## config.mk

```make
export PLATFORM = sky130hd
export DESIGN_NAME = count_wrap_monitor
export DESIGN_NICKNAME = d
export VERILOG_FILES = /design/src/rtl/cnt_mon_pkg.sv /design/src/rtl/count_wrap_monitor.sv
export SDC_FILE = /design/constraint.sdc
export NUM_CORES = 1
export LEC_CHECK = 0
export BUFFER_PORTS_ARGS = -buffer_cell sky130_fd_sc_hd__buf_2
export CAP_MARGIN = 20
export CORE_UTILIZATION = 54
export DETAILED_ROUTE_END_ITERATION = 6
export PLACE_DENSITY = 0.87
export SLEW_MARGIN = 20
export SYNTH_ARGS = -nofsm -noshare
export SYNTH_HDL_FRONTEND = slang
export SYNTH_SLANG_ARGS = --single-unit
```

## constraint.sdc

```tcl
create_clock -name clk_i -period 4.5 [get_ports clk_i]
set_clock_uncertainty 0.15 [all_clocks]
set_input_delay 0.45 -clock clk_i [delete_from_list [all_inputs] [get_ports clk_i]]
set_output_delay 0.45 -clock clk_i [all_outputs]
set_load 0.1 [all_outputs]
```

## src/rtl/cnt_mon_pkg.sv

```systemverilog
// Shared constants for the T-flip-flop counter stage and its wrap/legality monitor.
package cnt_mon_pkg;

  localparam int CNT_W_DEF  = 3;
  localparam int WRAP_W_DEF = 4;

  localparam logic [1:0] ST_IDLE  = 2'b00;
  localparam logic [1:0] ST_TRACK = 2'b01;
  localparam logic [1:0] ST_ERROR = 2'b10;

  typedef enum logic [1:0] {
    S_IDLE  = ST_IDLE,
    S_TRACK = ST_TRACK,
    S_ERROR = ST_ERROR
  } state_e;

endpackage

```

## src/rtl/count_wrap_monitor.sv

```systemverilog
// Checks each upstream count transition (hold or +1) and counts max->0 wraps.
// Define CNT_MON_TGL_CHECK_EN to also require the count to advance iff the previous toggle-enable was high.
module count_wrap_monitor
  import cnt_mon_pkg::*;
#(
  parameter int CNT_W  = CNT_W_DEF,
  parameter int WRAP_W = WRAP_W_DEF
) (
  input  logic              clk_i,
  input  logic              reset_i,
  input  logic [CNT_W-1:0]  cnt_i,
  input  logic              tgl_i,
  input  logic              clear_i,
  output logic              wrap_o,
  output logic [WRAP_W-1:0] wrap_cnt_o,
  output logic              err_o,
  output logic [CNT_W-1:0]  err_val_o,
  output logic [1:0]        state_o
);

  localparam logic [CNT_W-1:0]  CNT_ZERO = {CNT_W{1'b0}};
  localparam logic [CNT_W-1:0]  CNT_ONE  = {{(CNT_W-1){1'b0}}, 1'b1};
  localparam logic [CNT_W-1:0]  CNT_MAX  = {CNT_W{1'b1}};
  localparam logic [WRAP_W-1:0] WRAP_ONE = {{(WRAP_W-1){1'b0}}, 1'b1};

  state_e              state_q, state_d;
  logic [CNT_W-1:0]    prev_q, prev_d;
  logic                tgl_q;
  logic                wrap_q, wrap_d;
  logic [WRAP_W-1:0]   wrap_cnt_q, wrap_cnt_d;
  logic                err_q, err_d;
  logic [CNT_W-1:0]    err_val_q, err_val_d;

  logic [CNT_W-1:0]    delta_s;
  logic                tgl_err_s;
  logic                illegal_s;
  logic                is_wrap_s;

  assign delta_s   = cnt_i - prev_q;
  assign is_wrap_s = (prev_q == CNT_MAX) && (cnt_i == CNT_ZERO);

`ifdef CNT_MON_TGL_CHECK_EN
  // Strict T-FF semantics: advance exactly when the previous edge had toggle high.
  assign tgl_err_s = ((delta_s == CNT_ONE) && !tgl_q) || ((delta_s == CNT_ZERO) && tgl_q);
`else
  logic tgl_unused_s;
  assign tgl_unused_s = tgl_q;
  assign tgl_err_s    = 1'b0;
`endif

  assign illegal_s = ((delta_s != CNT_ZERO) && (delta_s != CNT_ONE)) || tgl_err_s;

  // Next-state and next-output computation; clear overrides every state.
  always_comb begin
    state_d    = state_q;
    prev_d     = prev_q;
    wrap_d     = 1'b0;
    wrap_cnt_d = wrap_cnt_q;
    err_d      = err_q;
    err_val_d  = err_val_q;
    if (clear_i) begin
      state_d    = S_IDLE;
      wrap_cnt_d = {WRAP_W{1'b0}};
      err_d      = 1'b0;
      err_val_d  = CNT_ZERO;
    end else begin
      case (state_q)
        S_IDLE: begin
          prev_d  = cnt_i;
          state_d = S_TRACK;
        end
        S_TRACK: begin
          if (illegal_s) begin
            state_d   = S_ERROR;
            prev_d    = cnt_i;
            err_d     = 1'b1;
            err_val_d = cnt_i;
          end else if (delta_s == CNT_ONE) begin
            prev_d = cnt_i;
            if (is_wrap_s) begin
              wrap_d     = 1'b1;
              wrap_cnt_d = wrap_cnt_q + WRAP_ONE;
            end else begin
              wrap_d = 1'b0;
            end
          end else begin
            prev_d = prev_q;
          end
        end
        S_ERROR: begin
          prev_d = cnt_i;
        end
        default: begin
          state_d = S_IDLE;
        end
      endcase
    end
  end

  // State and registered outputs.
  always_ff @(posedge clk_i or negedge reset_i) begin
    if (!reset_i) begin
      state_q    <= S_IDLE;
      prev_q     <= CNT_ZERO;
      tgl_q      <= 1'b0;
      wrap_q     <= 1'b0;
      wrap_cnt_q <= {WRAP_W{1'b0}};
      err_q      <= 1'b0;
      err_val_q  <= CNT_ZERO;
    end else begin
      state_q    <= state_d;
      prev_q     <= prev_d;
      tgl_q      <= tgl_i;
      wrap_q     <= wrap_d;
      wrap_cnt_q <= wrap_cnt_d;
      err_q      <= err_d;
      err_val_q  <= err_val_d;
    end
  end

  assign wrap_o     = wrap_q;
  assign wrap_cnt_o = wrap_cnt_q;
  assign err_o      = err_q;
  assign err_val_o  = err_val_q;
  assign state_o    = state_q;

endmodule

```

==> results of run 1 <==
==> report_power, final <==
group | internal (W) | leakage (nW) | switching [W]
combinational | 0.0000532 | 0.231 | 0.000150
sequential | 0.000145 | 0.185 | 0.0000204
clock | 0.0000311 | 0.0138 | 0.0000377
total | 0.000229 | 0.430 | 0.000208
==> synth_stat cells <==
cell type / instances / area share (%)
a211o_1: 1 / 1.1
a211oi_2: 1 / 1.6
a21oi_1: 4 / 2.6
a221o_1: 1 / 1.3
and3_1: 1 / 0.81
clkbuf_1: 1 / 0.49
dfrtp_1: 14 / 45
fa_1: 1 / 2.6
ha_1: 2 / 3.2
inv_1: 6 / 2.9
mux2_1: 3 / 4.4
mux2_2: 2 / 2.9
mux2i_1: 3 / 3.9
nand2_1: 1 / 0.49
nand2b_1: 6 / 4.9
nand3_1: 1 / 0.65
nand4b_1: 3 / 3.4
nand4bb_1: 1 / 1.5
nor2_1: 2 / 0.97
nor2b_1: 2 / 1.6
nor3_1: 1 / 0.65
nor4_1: 4 / 3.2
o21ba_2: 1 / 1.3
o31a_1: 1 / 1.1
o31ai_1: 1 / 0.97
or3_1: 1 / 0.81
or3b_1: 1 / 1.1
or4_1: 1 / 0.97
xnor3_1: 1 / 2.9
==> routing by layer <==
layer  up-vias  global-route usage (%)  wire, um
met5         -                       0         0
met4         0                    10.3        27
met3         5                    5.68        78
met2        19                    34.8       614
met1       278                    25.1       607
li1        292                       -         -
==> layout make-up <==
type,count,area (um2)
sequential,14,350
inverter,6,22.5
fill,107,419
tap,15,18.8
multi-input combinational,47,394
clock buffer,3,22.5
timing repair buffer,17,90.1
==> worst max path at each step <==
stage	cells after the start	end	slack, ns
6_report	5	wrap_cnt_o[3]	2.10
5_1_grt	5	wrap_cnt_o[2]	1.97
4_1_cts	5	wrap_cnt_o[3]	2.10
3_5_place_dp	7	wrap_cnt_o[3]	1.88
3_3_place_gp	7	wrap_cnt_o[3]	1.90
2_1_floorplan	6	prev_q[0]	2.18
==> through the flow <==
stage / util, % / power, W
final: 68.2 / 0.000437
after global routing: 68.2 / 0.000458
after CTS: 68.2 / 0.000441
after detailed placement: 65.7 / 0.000371
after global placement: 65.7 / 0.000366
after floorplan: - / 0.000334
==> sequential cells by signal (all words and copies together), names as in the netlist <==
name        flops
wrap_o          1
err_o           1
err_val_o       3
prev_q          3
state_o         2
wrap_cnt_o      4
==> worst reg2reg max path, stage by stage (launching register included) <==
cell and delay, ns:
dfrtp_1 0.42, ha_1 0.21, fa_1 0.62, nand4b_1 0.20
nor4_1 0.33, mux2_2 0.37
==> logic make-up after synthesis <==
family / share of synthesized area (%)
XOR/XNOR: 2.92
AO/OA/AOI/OAI: 10.1
flip-flops: 45.5
AND/OR/NAND/NOR: 21.1
adder cells (fa/ha/maj): 5.84
multiplexers: 11.2
buffers and inverters: 3.41
==> impl_metrics.csv, run 1 <==
group,metric,value,unit
outcome,status,"finished, final reports clean",
min_path,min_path_type,"input pin to register",
critical_path,cp.buffers_inverters,0,
sta,final.setup.tns,0,ns
flow_run,maxCapViolCount,0,
clock_tree,post_cts_buffers,0,
critical_path,crit_path_cell_trace,"ha_1, fa_1, nand4b_1, nor4_1, mux2_2",
critical_path,crit_path_end_kind,"register",
critical_path,arrival,2.42,ns
synthesis,synthesis.nets,78,
synthesis,synth_seq_cells,14,
placed_design,post_dp_cell_area,866,um2
global_routing,grt.overflow.total,0,
die,fp.dieH,39.8,um
critical_path,start_kind,"register",
sta,fin_crit,2.40,ns
sta,rsz0062_at_grt,"false",
layout,antenna_cells,0,
routing,drt-total-wl,1.33,mm
die,dieWidth,39.8,um
sta,max_freq,416,MHz
sta,worst_pin_slew,0.493,ns
routing,num_vias,594,
die,ioPinCount,18,
critical_path,startpoint,"prev_q[0]",
critical_path,worst_path_max_delay_cell,"fa_1",
min_path,min_path_cells,2,
layout,final_common_cell,"buf_2",
routing,first_pass_iters,4,
min_path,min-delay-start,"cnt_i[2]",
clock_tree,numCtsBuffers,3,
routing,first_iter_violations,22,
synthesis,syn-cell-area,771,um2
global_routing,grt_pass1_wl,2.15,mm
die,rows,13,
critical_path,reg2reg_slack,2.10,ns
critical_path,cp_max_fo,6,
synthesis,synth_area_per_cell,11.3,um2
clock_tree,cts_root_buf,"clkbuf_4",
clock_tree,cts_htree_levels,1,
routing,ant_nets,0,
clock_tree,cts_resized,0,
sta,relSlewSlack,67.3,%
layout,areaGrowthSynthToFinish,16.6,%
critical_path,worst_path_largest_cell_delay,0.62,ns
placed_design,place_ws,1.88,ns
clock_tree,clockBufferDepth,2,
layout,fin_area,898,um2
sta,layout_setup_ws,2.10,ns
placed_design,gp_congestion,0.899,
critical_path,reg2reg_depth,5,
synthesis,yosys_warnings,0,
routing,drc,0,
sta,slew_viol_final,0,
layout,final_cell_mix,"buf_2 (16), dfrtp_1 (14), inv_1 (6), nand2b_1 (6)",
global_routing,grt_pass1_vias,521,
sta,holdWs,0.304,ns
sta,finalCritPeriodShare,53.4,%
critical_path,cp.required,4.52,ns
clock_tree,cts_hold_buf,1,
power_and_ir_drop,powerDensity,487,nW/um2
clock_tree,cts_tree,"yes",
critical_path,worstReg2RegStart,"prev_q[0]",
placed_design,numPortBuffers,16,
die,initial_utilization,58.5,%
critical_path,critPathKind,"register to register",
global_routing,grt_use_total,21.2,%
synthesis,yosys.cell_types.count,29,
power_and_ir_drop,power.leakage,0.430,nW
synthesis,netlist_instances,68,
global_routing,antenna_found_initial,0,
die,core,1320,um2
sta,final-setup-viol-count,0,
min_path,worstHoldEndpoint,"prev_q[2]",
critical_path,path_delay_family,"adder cells",
synthesis,seq_area_frac_synth,45.5,%
clock_tree,clk_pin_slew,0.08,ns
routing,wire_per_inst,13.0,um
critical_path,r2r_end,"wrap_cnt_o[3]",
placed_design,dp_cells,98,
layout,stdcell_count,102,
clock_tree,clock_sinks,14,
layout,drive_above_1_share,26.4,%
global_routing,grt_max_degree,18,
clock_tree,worstSkewPairLatency,0.28,ns
power_and_ir_drop,vdd_drop_max,277,uV
routing,avgViaCountPerCell,5.82,
placed_design,dp_hpwl,1.01,mm
sta,hold_violations,0,
die,dieArea,1580,um2
layout,fin_nets,99,
Power figures use the tool's default switching activity.
==> inputs of run 2 (changes only) <==
Settings changed: ABC_AREA set to 1, CORE_ASPECT_RATIO set to 0.9, CORE_UTILIZATION 54 to 51, PLACE_DENSITY 0.87 to 0.83.
Clock period 4.5 ns to 2.42 ns, I/O delays scaled along.
==> run 2 against run 1 <==
Effect of this change:
- sequential share of layout area fell by 0.48 points
- setup slack got worse by 1.6 ns
- final cell count rose by 29%
- clock-buffer cell count rose by 1
- largest cell class unchanged
- die area rose by 5.9%
- utilization rose by 0.66 points
- fmax rose by 22%
- synthesized cell count rose by 44%
- first-iteration DRC count rose by 36%
- design area rose by 1.3%
- critical endpoint is now prev_q[0]
==> impl_metrics.csv, run 2 <==
group,metric,value,unit
synthesis,synth_commonest_cells,"nand2_1 (26), nand3_1 (24), dfrtp_1 (14)",
layout,antenna_cells,0,
placed_design,place_ws,0.432,ns
layout,areaGrowthSynthToFinish,17.6,%
synthesis,synth_xor_area_share,2.27,%
outcome,status,"finished, final reports clean",
sta,finalCritPeriodShare,81.4,%
synthesis,muxShareOfSynthArea,0,%
synthesis,syn-cell-area,773,um2
layout,multi_input_comb_area,367,um2
clock_tree,clockBufferDepth,2,
placed_design,post_dp_cell_area,863,um2
critical_path,cp.required,2.44,ns
critical_path,worst_path_largest_cell_delay,0.56,ns
routing,first_pass_iters,4,
layout,drive_above_1_share,21.2,%
die,core,1320,um2
critical_path,crit_path_cell_trace,"ha_1, fa_1, nand2_1, inv_1, nand3_1, nand2_1, nand2_1, nand2_1, nand2_1",
critical_path,critPathKind,"register to register",
synthesis,synth_area_leaders,"dfrtp_1 (45%), nand3_1 (16%), nand2_1 (13%), inv_1 (6.3%), nor2_1 (3.4%)",
layout,regArea,350,um2
routing,drt-total-wl,1.55,mm
synthesis,synth_top_family_by_area,"simple AND/OR/NAND/NOR gates",
power_and_ir_drop,powerDensity,1280,nW/um2
sta,hold_violations,0,
synthesis,netlist_instances,98,
clock_tree,clk_pin_slew,0.08,ns
sta,layout_setup_ws,0.451,ns
synthesis,synth_top_area_cell,"dfrtp_1",
sta,relSlewSlack,67.7,%
min_path,min_path_type,"input pin to register",
placed_design,dp_hpwl,1.24,mm
layout,largest_reg_flops,4,
sta,final.setup.tns,0,ns
synthesis,synth_adder_area_share,5.83,%
critical_path,crit_path_end_kind,"register",
clock_tree,post_cts_buffers,0,
synthesis,seq_area_frac_synth,45.3,%
synthesis,synth_compound_area_share,1.62,%
layout,final_cell_mix,"nand2_1 (26), nand3_1 (24), buf_2 (16)",
global_routing,antenna_found_initial,0,
sta,worst_pin_slew,0.488,ns
clock_tree,cts_htree_levels,1,
clock_tree,worstSkewPairLatency,0.28,ns
clock_tree,numCtsBuffers,3,
synthesis,yosys_warnings,0,
flow_run,maxCapViolCount,0,
clock_tree,clock_sinks,14,
routing,avgViaCountPerCell,5.30,
synthesis,synthesis.nets,108,
global_routing,grt_pass1_wl,2.59,mm
routing,num_vias,699,
routing,drc,0,
layout,fin_nets,129,
routing,first_iter_violations,30,
synthesis,yosys.cell_types.count,15,
synthesis,synth_area_per_cell,7.89,um2
sta,max_freq,508,MHz
placed_design,gp_congestion,0.800,
critical_path,worst_path_max_delay_cell,"fa_1",
routing,ant_nets,0,
global_routing,grt.overflow.total,0,
power_and_ir_drop,power.leakage,0.554,nW
die,ioPinCount,18,
synthesis,synth-simple-area-share,37.7,%
layout,fin_area,910,um2
clock_tree,cts_resized,0,
sta,rsz0062_at_grt,"false",
synthesis,synth_seq_cells,14,
critical_path,arrival,1.99,ns
die,fp.dieH,38.9,um
clock_tree,cts_root_buf,"clkbuf_4",
placed_design,numPortBuffers,16,
routing,wire_per_inst,11.7,um
critical_path,start_kind,"register",
power_and_ir_drop,vdd_drop_max,1100,uV
clock_tree,cts_hold_buf,1,
critical_path,cp_common_cell,"nand2_1",
layout,final_common_cell,"nand2_1",
synthesis,synth_top_cell_area_share,45.3,%
global_routing,grt_use_total,22.2,%
die,dieWidth,43.0,um
global_routing,grt_max_degree,15,
sta,fin_crit,1.97,ns
die,initial_utilization,58.5,%
global_routing,grt_pass1_vias,657,
die,rows,12,
clock_tree,cts_tree,"yes",
synthesis,ys.flop_type,"dfrtp_1",
synthesis,synth-async-reset-ratio,100,%
sta,final-setup-viol-count,0,
critical_path,cp_max_fo,4,
synthesis,post-synth-top-count-cell,"nand2_1",
die,dieArea,1680,um2
synthesis,synth_edf_count,0,
layout,fill_cells,114,
sta,slew_viol_final,0,
-- run 2: metrics by stage --
step / instances / total power [W] / hold WS, ns / util (%)
finish: 132 / 0.00117 / 0.0256 / 68.8
global route: 132 / 0.00124 / 0.0288 / 68.8
CTS: 132 / 0.00117 / 0.0135 / 68.8
detailed placement: 127 / 0.00100 / -0.00105 / 65.3
global placement: 127 / 0.000980 / -0.00375 / 65.3
floorplan: 98 / 0.000883 / -0.204 / -
-- run 2: worst max-delay path, delay by kind of cell, from the launching register on --
| kind | cells | cell delay, ns |
|---|---|---|
| buffers and inverters | 1 | 0.05 |
| flip-flops | 1 | 0.41 |
| adder cells (fa/ha/maj) | 2 | 0.77 |
| AND/OR/NAND/NOR | 6 | 0.48 |
-- run 2: cells by family after synthesis --
group | count (synthesis)
xor+xnor | 2
flops | 14
simple gates | 63
fa+ha+maj | 3
buf+inv | 14
compound gates | 2
-- run 2: layout make-up --
class	instances	area share (%)
Timing Repair Buffer	17	9.90
Tap cell	14	1.93
Multi-Input combinational cell	70	40.3
Sequential cell	14	38.5
Inverter	13	5.36
Clock buffer	4	3.99
-- run 2: path summary, 6_finish.rpt --
check	endpoint	slack, ns	cells past startpoint	startpoint
hold reg to reg	err_o	0.34	2	err_o
setup / recovery	prev_q[0]	0.45	9	prev_q[0]
max in group asynchronous	prev_q[2]	1.66	2	reset_i
min in group asynchronous	err_val_o[2]	0.23	2	reset_i
setup reg to reg	prev_q[0]	0.45	9	prev_q[0]
hold / removal	wrap_o	0.03	2	clear_i
-- run 2: per-layer routing --
layer  vias up  share of wire [%]  global-route usage [%]
met2        28                 48                    40.9
li1        353                  -                       -
met3         4                7.3                    8.41
met5         -                  0                       0
met4         0               0.78                    6.82
met1       314                 44                    24.1
-- run 2: power breakdown --
part           internal, W  switching [W]
sequential        0.000298      0.0000541
clock            0.0000916      0.0000692
combinational     0.000135       0.000520
==> inputs of run 3 (changes only) <==
Clock period 2.42 ns to 1.95 ns, I/O delays scaled along.
==> run 3 against run 2 <==
Effect of this change:
- the flow now finishes with violations (negative setup slack)
- clock-buffer cell count shrank 1
- design area grew 7.0%
- die area did not move
- via count up 5.7%
- register-to-register slack got worse by 0.51 ns
- final cell count up 3.8%
- power grew 35%
- worst hold slack better by 0.0018 ns
- critical path depth did not move
- sequential power rose by 24%
- sequential cell count stayed put
- global-route usage rose by 0.81 points
- largest power group unchanged
- highest routed layer unchanged
==> impl_metrics.csv, run 3 (same netlist as run 2, synthesis figures left out) <==
group,metric,value,unit
sta,relSlewSlack,67.7,%
layout,regArea,350,um2
routing,drt-total-wl,1.84,mm
outcome,status,"complete, but fails checks",
global_routing,use_met2,33.7,%
global_routing,antenna_found_initial,0,
critical_path,cp_max_fo,4,
global_routing,grt_pass1_vias,594,
clock_tree,cts_root_buf,"clkbuf_4",
global_routing,grt_use_total,23.1,%
min_path,min-delay-start,"cnt_i[2]",
sta,max_freq,497,MHz
sta,final-setup-viol-count,3,
die,fp.dieH,38.9,um
critical_path,crit_path_cell_trace,"ha_2, fa_2, nand2_1, inv_2, nand3_2, nand2_2, buf_4, nand3_1, nand2_1",
sta,fin_crit,2.01,ns
sta,slew_viol_final,0,
critical_path,cp_common_cell,"nand2_1",
critical_path,reg2reg_slack,-0.06,ns
clock_tree,clock_sinks,14,
clock_tree,cts_tree,"yes",
critical_path,worst_path_max_delay_cell,"fa_2",
critical_path,arrival,2.08,ns
flow_run,maxCapViolCount,0,
routing,first_pass_iters,4,
global_routing,grt_pass1_wl,2.59,mm
critical_path,worst_path_largest_cell_delay,0.59,ns
layout,fin_nets,135,
sta,holdWs,0.0274,ns
min_path,min_path_type,"input pin to register",
layout,antenna_cells,0,
routing,avgViaCountPerCell,5.39,
layout,final_common_cell,"nand2_1",
critical_path,worstReg2RegStart,"prev_q[0]",
clock_tree,numCtsBuffers,3,
routing,wire_per_inst,13.4,um
routing,num_vias,739,
clock_tree,clk_pin_slew,0.07,ns
global_routing,grt_util_met3,8.41,%
placed_design,dp_hpwl,1.23,mm
layout,multi_input_comb_area,397,um2
layout,stdcell_count,137,
critical_path,path_delay_family,"adder cells",
layout,fill_cells,98,
routing,ant_nets,0,
critical_path,cp.required,2.02,ns
placed_design,place_ws,0.0227,ns
outcome,violations,"negative setup slack",
power_and_ir_drop,vdd_drop_max,1210,uV
min_path,min_path_cells,3,
clock_tree,clockBufferDepth,2,
critical_path,cp.buffers_inverters,2,
global_routing,grt_use_met1,29.3,%
die,initial_utilization,58.5,%
die,dieArea,1680,um2
sta,finalCritPeriodShare,103,%
critical_path,crit_path_end_kind,"register",
sta,worst_pin_slew,0.487,ns
critical_path,critPathKind,"register to register",
global_routing,grt_max_degree,15,
sta,layout_setup_ws,-0.0637,ns
clock_tree,cts_htree_levels,1,
die,dieWidth,43.0,um
routing,first_iter_violations,37,
placed_design,numPortBuffers,16,
layout,largest_reg_flops,4,
clock_tree,worstSkewPairLatency,0.28,ns
sta,hold_violations,0,
global_routing,top_usage_layer,"met2",
critical_path,r2r_end,"prev_q[1]",
min_path,worstHoldEndpoint,"prev_q[2]",
placed_design,dp_cells,129,
die,core,1320,um2
power_and_ir_drop,power.leakage,0.573,nW
sta,rsz0062_at_grt,"true",
critical_path,reg2reg_depth,9,
global_routing,grt.overflow.total,0,
die,ioPinCount,18,
critical_path,startpoint,"prev_q[0]",
die,rows,12,
placed_design,gp_congestion,0.859,
routing,drc,0,
critical_path,start_kind,"register",
power_and_ir_drop,powerDensity,1620,nW/um2
power_and_ir_drop,total_power,0.00158,W
layout,final_cell_mix,"nand2_1 (23), nand3_1 (22), buf_2 (16)",
layout,areaGrowthSynthToFinish,25.9,%
layout,drive_above_1_share,30.1,%
[run 3: worst min-delay path, delay by kind of cell]
| kind | cells | cell delay, ns |
|---|---|---|
| AND/OR/NAND/NOR | 2 | 0.12 |
| buffers and inverters | 1 | 0.12 |
[run 3: layer usage]
layer	vias to the layer above	share of wire, %
li1	367	-
met1	338	41
met2	28	50
met3	6	5.8
met4	0	3.0
met5	-	0
[run 3: how the worst max path moves through the flow]
stage | to | slack, ns | cells past startpoint
5_1_grt | prev_q[0] | -0.13 | 9
3_3_place_gp | prev_q[0] | 0.06 | 11
6_report | prev_q[1] | -0.06 | 9
3_5_place_dp | prev_q[1] | 0.02 | 11
4_1_cts | prev_q[1] | 0.02 | 9
2_1_floorplan | wrap_cnt_o[0] | 0.04 | 7
[run 3: power by group]
group | internal (W) | switching (W)
clock network | 0.0000718 | 0.0000846
logic | 0.000255 | 0.000728
registers | 0.000369 | 0.0000674
[run 3: per-stage QoR]
step,TNS (ns),util (%),area (um2)
after floorplan,0,-,773
after global placement,0,66.5,878
after detailed placement,0,66.5,878
after CTS,0,69.7,921
after global routing,-0.623,73.7,973
final,-0.153,73.7,973
[run 3: timing repair]
action,4_1_cts,5_1_grt
setup buffers,0,3
hold buffers,2,0
hold endpoints to repair,15,0
endpoints found under the setup margin,0,5
resized for setup,0,9
[run 3: final cells by class]
cell class | count | area share [%]
well taps | 14 | 1.80
multi-input cells | 70 | 40.7
clock buffers | 3 | 2.31
repair buffers | 23 | 14.1
inverters | 13 | 5.01
flip-flops and latches | 14 | 36.0
